File: src/rtl/sprite_anim_renderer.sv
// Animated sprite pixel engine: places a SPR_W x SPR_H sprite, walks its animation
// frames on vsync, and produces keyed palette colour two pixel clocks after DrawX/DrawY.
module sprite_anim_renderer #(
    parameter int SPR_W           = 40,
    parameter int SPR_H           = 40,
    parameter int FRAMES          = 4,
    parameter int FRAME_TICKS     = 6,
    parameter int ADDR_W          = 13,
    parameter int PIX_W           = 4,
    parameter int TRANSPARENT_IDX = 0,
    localparam int FI_W           = (FRAMES > 1) ? $clog2(FRAMES) : 1
) (
    input  logic              vga_clk,
    input  logic              reset,
    input  logic [9:0]        DrawX,
    input  logic [9:0]        DrawY,
    input  logic [9:0]        SprX,
    input  logic [9:0]        SprY,
    input  logic              blank,
    input  logic              vsync,
    input  logic              play,
    input  logic              loop,
    input  logic              flip,
    output logic [ADDR_W-1:0] rom_addr,
    input  logic [PIX_W-1:0]  rom_q,
    output logic [PIX_W-1:0]  pal_index,
    input  logic [3:0]        pal_red,
    input  logic [3:0]        pal_green,
    input  logic [3:0]        pal_blue,
    output logic [3:0]        red,
    output logic [3:0]        green,
    output logic [3:0]        blue,
    output logic              sprite_on,
    output logic [FI_W-1:0]   frame_idx,
    output logic              anim_done
);

    localparam int TICK_W   = (FRAME_TICKS > 1) ? $clog2(FRAME_TICKS) : 1;
    localparam int FRAME_SZ = SPR_W * SPR_H;

    typedef enum logic [1:0] {S_IDLE, S_PLAY, S_DONE} state_t;

    state_t             r_state;
    logic [TICK_W-1:0]  r_tick;
    logic               r_vsync_d;
    logic               r_flip_lat;
    logic               r_v1, r_b1, r_v2, r_b2;

    logic               w_vs_rise;
    logic [10:0]        w_lx, w_ly, w_cx;
    logic               w_in_box;
    logic [ADDR_W-1:0]  w_addr;

    assign w_vs_rise = vsync & ~r_vsync_d;

    // NOTE: all state uses non-blocking assignments so every register sees pre-edge values.
    always_ff @(posedge vga_clk) begin
        if (reset) begin
            r_state    <= S_IDLE;
            frame_idx  <= '0;
            r_tick     <= '0;
            anim_done  <= 1'b0;
            r_vsync_d  <= 1'b0;
            r_flip_lat <= 1'b0;
        end else begin
            r_vsync_d <= vsync;
            if (w_vs_rise)
                r_flip_lat <= flip;
            case (r_state)
                S_IDLE: begin
                    frame_idx <= '0;
                    r_tick    <= '0;
                    anim_done <= 1'b0;
                    if (play)
                        r_state <= S_PLAY;
                end
                S_PLAY: begin
                    if (!play) begin
                        r_state   <= S_IDLE;
                        frame_idx <= '0;
                        r_tick    <= '0;
                    end else if (w_vs_rise) begin
                        if (r_tick == TICK_W'(FRAME_TICKS - 1)) begin
                            r_tick <= '0;
                            if (frame_idx == FI_W'(FRAMES - 1)) begin
                                // One-shot holds the last frame and parks in DONE.
                                if (loop) begin
                                    frame_idx <= '0;
                                end else begin
                                    r_state   <= S_DONE;
                                    anim_done <= 1'b1;
                                end
                            end else begin
                                frame_idx <= frame_idx + FI_W'(1);
                            end
                        end else begin
                            r_tick <= r_tick + TICK_W'(1);
                        end
                    end
                end
                S_DONE: begin
                    if (!play) begin
                        r_state   <= S_IDLE;
                        frame_idx <= '0;
                        r_tick    <= '0;
                        anim_done <= 1'b0;
                    end
                end
                default: r_state <= S_IDLE;
            endcase
        end
    end

    // 11-bit offsets keep DrawX < SprX from aliasing into the box.
    assign w_lx     = {1'b0, DrawX} - {1'b0, SprX};
    assign w_ly     = {1'b0, DrawY} - {1'b0, SprY};
    assign w_in_box = (DrawX >= SprX) && (w_lx < 11'(SPR_W)) &&
                      (DrawY >= SprY) && (w_ly < 11'(SPR_H));
    assign w_cx     = r_flip_lat ? (11'(SPR_W - 1) - w_lx) : w_lx;
    assign w_addr   = ADDR_W'(frame_idx) * ADDR_W'(FRAME_SZ) +
                      ADDR_W'(w_ly) * ADDR_W'(SPR_W) + ADDR_W'(w_cx);

    always_ff @(posedge vga_clk) begin
        if (reset) begin
            rom_addr  <= '0;
            r_v1      <= 1'b0;
            r_b1      <= 1'b0;
            pal_index <= '0;
            r_v2      <= 1'b0;
            r_b2      <= 1'b0;
        end else begin
            rom_addr  <= w_in_box ? w_addr : '0;
            r_v1      <= w_in_box;
            r_b1      <= blank;
            pal_index <= rom_q;
            r_v2      <= r_v1 && (rom_q != PIX_W'(TRANSPARENT_IDX));
            r_b2      <= r_b1;
        end
    end

    assign sprite_on = r_v2 & r_b2;
    assign red       = sprite_on ? pal_red   : 4'h0;
    assign green     = sprite_on ? pal_green : 4'h0;
    assign blue      = sprite_on ? pal_blue  : 4'h0;

endmodule

File: config.mk
export PLATFORM = sky130hd
export DESIGN_NAME = sprite_anim_renderer
export DESIGN_NICKNAME = d
export VERILOG_FILES = /design/src/rtl/sprite_anim_renderer.sv
export SDC_FILE = /design/constraint.sdc
export NUM_CORES = 1
export LEC_CHECK = 0
export CORE_MARGIN = 4
export CORE_UTILIZATION = 43
export CTS_CLUSTER_SIZE = 24
export DETAILED_ROUTE_END_ITERATION = 10
export GPL_ROUTABILITY_DRIVEN = 0
export GPL_TIMING_DRIVEN = 1
export PLACE_DENSITY = 0.85
export SLEW_MARGIN = 10
export SYNTH_ARGS = -nofsm -noshare
export SYNTH_HDL_FRONTEND = slang
export SYNTH_SLANG_ARGS = --single-unit
File: constraint.sdc
create_clock -name vga_clk -period 4 [get_ports vga_clk]
set_input_delay 0.6 -clock vga_clk [delete_from_list [all_inputs] [get_ports vga_clk]]
set_output_delay 0.6 -clock vga_clk [all_outputs]
set_load 0.02 [all_outputs]
==> impl_metrics.tcl, run 1 <==
set metrics [dict create \
    p_int_w 0.00159 \
    tritoncts "yes" \
    grt_pass1_vias 3375 \
    die_y_um 91.7 \
    vias_per_cell 5.26 \
    min_period_ps 4250 \
    tightest_slew_ps 568 \
    synthDominantCellAreaShare_pct 20.8 \
    diodes 0 \
    setup_viol 5 \
    timing.slew.headroom_pct 62.1 \
    port_buffers 95 \
    drc 0 \
    synth_cell_types 47 \
    place_inst 606 \
    rows 30 \
    crit_arrival_ps 4420 \
    stdcell_count 643 \
    nets 668 \
    grt-ovfl-total 0 \
    path_delay_family "adder cells" \
    path_clk_slew_ps 60 \
    violations "setup timing" \
    cap_viol_max_count 0 \
    drive_gt1_share_pct 32.4 \
    switchingPower_w 0.00106 \
    dieArea_um2 8410 \
    syn_nets 486 \
    drtIter0Drc 100 \
    startpoint_type "primary input" \
    syn_inst 365 \
    dr.pass1.iters 5 \
    synth-edff-count 0 \
    numCtsBuffers 5 \
    max_freq_ghz 0.236 \
    io_pins 96 \
    dp_hpwl_um 6750 \
    cp_slowest_cell "clkdlybuf4s50_1" \
    ant_nets 0 \
    critPathCaptureType "flop" \
    core_area_um2 6790 \
    max-vdd-ir-drop_mv 0.299 \
    crit_required_ps 4170 \
    ys_top_cells_by_area "ha_1, dfxtp_1, inv_1" \
    hp-class "flop to flop" \
    wl_per_cell_um 15.9 \
    crit_top_cell "nor2_1" \
    syn_to_final_growth_pct 76.1 \
    routed_wl_um 10200 \
    postSynth.asyncResetShare_pct 0 \
    clkPwrFrac_pct 9.1 \
    holdBufCountCts 0 \
    grt_pass1_wl_um 14900 \
    combinationalPowerShare_pct 78.8 \
    crit_chain "clkdlybuf4s50_1 -> ha_4 -> nor2b_1 -> a221oi_2 -> xnor2_1 -> buf_4 -> buf_4 -> nor2_1 -> nor2_1 -> nand2_1 -> xor2_2 -> fa_1 -> ha_1 -> a21o_1 -> a21oi_4 -> o21ai_2 -> o41ai_2 -> xnor2_1 -> nor2_1" \
    netlist_area_um2 3010 \
    grt_usage_pct 21.5 \
    synth_flop_cell "dfxtp_1" \
    crit_buf_inv 3 \
    synth_warnings 0 \
    die_w_um 91.7 \
    setup_slack_ps -246 \
    antenna_found_initial 0 \
    clock_path_buffers 2 \
    clock_sinks 31 \
    rsz0062_at_grt "yes" \
    p_sw_share_pct 40.1 \
    fin_crit_sh_pct 106 \
    skew_ps 5.01 \
    crit_type "primary input to flop" \
    clk_latency_ps 280 \
    ys_seq_elements 31 \
    cp_max_fo 4 \
    avgSynthCellArea_um2 8.25 \
    power_frac_seq_pct 12.1 \
    hold_violations 0 \
    grt_max_degree 19 \
    final_common_cell "clkdlybuf4s50_1" \
    fin_total_pwr_w 0.00265 \
    start_util_pct 44.3 \
    cellPowerDensity_nw_per_um2 500 \
    fin_tns_setup_ps -601 \
    hold-worst-slack_ps 461 \
    seq_area_frac_synth_pct 20.6 \
    slew_viol_final 0 \
    htree_levels 2 \
    cts_root_buf "clkbuf_8" \
    yosysTopAreaCell "ha_1" \
    layout_common_cells "clkdlybuf4s50_1, buf_4, inv_1" \
    slowest_delay_ps 510 \
    status "complete, but fails checks" \
    leakage_nw 2.38 \
    dr_total_vias 3379 \
    r2r_slack_ps 1110 \
    n_fill_cell 428 \
]
per-layer routing:
layer | global-route usage, % | up-vias | share of wire (%)
met4 | 10.0 | 0 | 3.8
met3 | 3.94 | 42 | 6.5
met5 | 0 | - | 0
met1 | 21.8 | 1578 | 36
li1 | - | 1617 | -
met2 | 41.8 | 142 | 53
layout make-up:
| cell class | instances | area [um^2] | area share (%) |
|---|---|---|---|
| Clock buffer | 6 | 82.6 | 1.56 |
| Multi-Input combinational cell | 284 | 2690 | 50.7 |
| Clock inverter | 1 | 5.00 | 0.0943 |
| Sequential cell | 31 | 621 | 11.7 |
| Tap cell | 96 | 120 | 2.26 |
| Timing Repair Buffer | 180 | 1600 | 30.2 |
| Inverter | 45 | 184 | 3.47 |
logic make-up after synthesis:
group | share of synthesized area, %
flops | 20.6
compound gates | 16.4
xor+xnor | 9.88
simple gates | 19.3
buf+inv | 6.48
fa+ha+maj | 26.1
mux | 1.33
power by group through the flow:
stage               Combinational, W  Clock [W]  Sequential, W
floorplan                    0.00105          0       0.000327
global placement             0.00150          0       0.000326
detailed placement           0.00158          0       0.000326
CTS                          0.00185   0.000246       0.000320
global route                 0.00225   0.000265       0.000321
finish                       0.00209   0.000242       0.000320
registers in the layout, indices dropped and copies added, names as in the netlist, 2 cells and up:
name / count
r_state: 2
rom_addr: 13
frame_idx: 2
r_tick: 3
pal_index: 4
worst register-to-register path, cell delays in order, from the launching register on:
cell	delay, ps
dfxtp_1	680
nand2_1	190
xor2_2	220
fa_1	440
ha_1	330
a21o_1	230
a21oi_4	150
o21ai_2	100
o41ai_2	240
xnor2_1	160
nor2_1	60
final timing paths:
check	from	to	cells after the start
max	DrawX[2]	rom_addr[12]	19
min	r_v1	r_v2	1
max reg2reg	r_flip_lat	rom_addr[12]	10
min reg2reg	r_v1	r_v2	1
synth_stat cells (all sizes together) (4+ instances only):
cell type,count
mux2i,4
clkbuf,4
nor2,29
xnor2,18
fa,8
and3,13
a21oi,19
nor3,9
nor2b,18
o21bai,4
a21o,5
and2,6
nand2,21
xor2,16
o21ai,22
inv,45
ha,50
dfxtp,31
a211oi,5
stage by stage:
step / utilization, % / setup slack (ps) / cell area, um^2
2_1_floorplan: - / -232 / 3160
3_3_place_gp: 68.0 / -940 / 4620
6_report: 78.1 / -246 / 5310
4_1_cts: 75.5 / -142 / 5130
3_5_place_dp: 68.0 / -1120 / 4620
5_1_grt: 78.1 / -410 / 5310
what timing repair did:
item / in CTS / in global routing
setup endpoints to repair: 6 / 5
resized for setup: 90 / 23
hold endpoints to repair: 0 / 0
pin swaps: 55 / 40
buffers inserted: 21 / 9
No activity file was read; power rests on OpenSTA's default activity.
==> run 2: changes to the inputs <==
- GPL_TIMING_DRIVEN: 1 -> not set
==> results of run 2 <==
The final DEF is identical to that of run 1; final timing and power are the same.
==> run 3: changes to the inputs <==
- CORE_UTILIZATION: 43 -> 44
- CTS_BUF_LIST: not set -> sky130_fd_sc_hd__clkbuf_4
- CTS_CLUSTER_SIZE: 24 -> not set
- PLACE_DENSITY: 0.85 -> 0.87
==> run 3 against run 2 <==
Against the previous run:
- the run still ends with setup timing left
- critical path type unchanged
- sequential power is essentially flat
- cell area grew 0.54%
- maximum frequency shrank 0.41%
- utilization grew 4.0 points
- die area shrank 2.1%
- combinational power grew 20%
- power grew 13%
==> impl_metrics.tcl, run 3 (synthesis results as in run 1) <==
set metrics [dict create \
    syn_to_final_growth_pct 77.0 \
    drive_gt1_share_pct 34.2 \
    status "complete, but fails checks" \
    cp_slowest_cell "fa_2" \
    max-vdd-ir-drop_mv 0.407 \
    io_pins 96 \
    hold_violations 0 \
    htree_levels 2 \
    clock_path_buffers 2 \
    largest_register_ff_count 13 \
    antenna_found_initial 0 \
    fin_crit_sh_pct 107 \
    switchingPower_w 0.00130 \
    crit_buf_inv 4 \
    start_util_pct 46.4 \
    dr.pass1.iters 5 \
    crit_required_ps 4260 \
    die_y_um 90.8 \
    hold-worst-slack_ps 438 \
    grt_pass1_vias 3630 \
    crit_chain "buf_6 -> inv_4 -> ha_4 -> inv_2 -> fa_2 -> a21oi_4 -> o21bai_1 -> xor2_1 -> ha_1 -> ha_1 -> a21o_1 -> a21oi_2 -> o21bai_1 -> a21oi_2 -> xnor2_1 -> ha_1 -> ha_4 -> inv_4 -> o21bai_4 -> o41ai_4 -> xnor2_1 -> nor2_1" \
    grt_max_degree 19 \
    nets 667 \
    skew_ps 12.6 \
    power_frac_seq_pct 10.7 \
    numCtsBuffers 5 \
    grt-ovfl-total 0 \
    postLayoutCoreUtil_pct 82.1 \
    dieArea_um2 8240 \
    rsz0062_at_grt "yes" \
    tritoncts "yes" \
    dr_total_vias 3519 \
    leakage_nw 2.41 \
    p_int_w 0.00169 \
    holdBufCountCts 0 \
    clock_sinks 31 \
    setup_viol 5 \
    cap_viol_max_count 0 \
    routed_wl_um 11400 \
    cellPowerDensity_nw_per_um2 560 \
    crit_top_cell "ha_1" \
    core_area_um2 6490 \
    port_buffers 95 \
    regMostFlops "rom_addr" \
    vias_per_cell 5.64 \
    clkPwrFrac_pct 5.8 \
    dp_hpwl_um 6890 \
    crit_arrival_ps 4520 \
    combinationalPowerShare_pct 83.5 \
    crit_type "primary input to flop" \
    tightest_slew_ps 533 \
    cp_max_fo 3 \
    grt_usage_pct 24.8 \
    largestRegisters "rom_addr (13), pal_index (4), r_tick (3)" \
    wl_per_cell_um 18.3 \
    max_freq_ghz 0.235 \
    slowest_delay_ps 370 \
    die_w_um 90.8 \
    layout_common_cells "clkdlybuf4s50_1, buf_4, inv_1, dfxtp_1, ha_1" \
    violations "setup timing" \
    path_clk_slew_ps 100 \
    startpoint_type "primary input" \
    timing.slew.headroom_pct 64.4 \
    p_sw_share_pct 43.5 \
    clk_latency_ps 330 \
    hp-class "flop to flop" \
    cts_root_buf "clkbuf_4" \
    slew_viol_final 0 \
    diodes 0 \
    drtIter0Drc 180 \
    critPathCaptureType "flop" \
    path_delay_family "adder cells" \
    rows 29 \
    min_period_ps 4260 \
    n_fill_cell 359 \
    setup_slack_ps -263 \
    drc 0 \
    grt_pass1_wl_um 16700 \
    ant_nets 0 \
]
[run 3: layout make-up]
cell class              count  area, um^2  share of cell area (%)
multi-input cells         284        2780                    52.1
repair buffers            179        1600                    30.0
inverters                  45         186                    3.50
clock buffers               6        45.0                   0.844
flip-flops and latches     31         621                    11.6
clock inverters             2        7.51                   0.141
well taps                  77        96.3                    1.81
[run 3: worst paths after layout]
kind,from,endpoint,slack (ps),cells after the start
setup / recovery,DrawY[0],rom_addr[12],-260,22
hold / removal,r_b1,r_b2,440,1
setup reg to reg,r_flip_lat,rom_addr[12],1080,10
hold reg to reg,r_b1,r_b2,440,1
[run 3: power groups by stage]
stage | clock network [W] | registers (W) | logic, W
2_1_floorplan | 0 | 0.000327 | 0.00105
3_5_place_dp | 0 | 0.000327 | 0.00159
5_1_grt | 0.000196 | 0.000321 | 0.00264
3_3_place_gp | 0 | 0.000326 | 0.00148
6_report | 0.000173 | 0.000320 | 0.00250
4_1_cts | 0.000176 | 0.000320 | 0.00206
[run 3: metal layers]
metal	up-vias	GRT usage (%)	share of wire, %
met1	1644	24.2	35
met2	190	47.4	52
met5	-	0	0
li1	1619	-	-
met3	66	6.17	6.7
met4	0	12.9	5.6
[run 3: repair_timing]
item                                    CTS  global route
pin swaps                                62            40
endpoints found under the setup margin    6             5
endpoints found under the hold margin     0             0
gates resized for setup                 109            28
setup buffers                            23             8
[run 3: worst register-to-register path, cell delays in order, from the launching register on]
cell and delay [ps]:
dfxtp_1 660, nand2_1 200, xor2_2 230, fa_1 430, ha_1 300, a21o_1 190
a21oi_4 200, o21ai_4 100, o41ai_4 240, xnor2_1 120, nor2_1 170
[run 3: through the flow]
stage	setup WS [ps]	instance area (um^2)	power (W)	std cells	setup TNS, ps
final	-263	5330	0.00299	624	-783
after global routing	-346	5330	0.00316	624	-1430
after CTS	-19.4	5140	0.00255	616	-19.4
after detailed placement	-1080	4580	0.00191	585	-5380
after global placement	-940	4580	0.00180	585	-4700
after floorplan	-232	3160	0.00138	365	-412
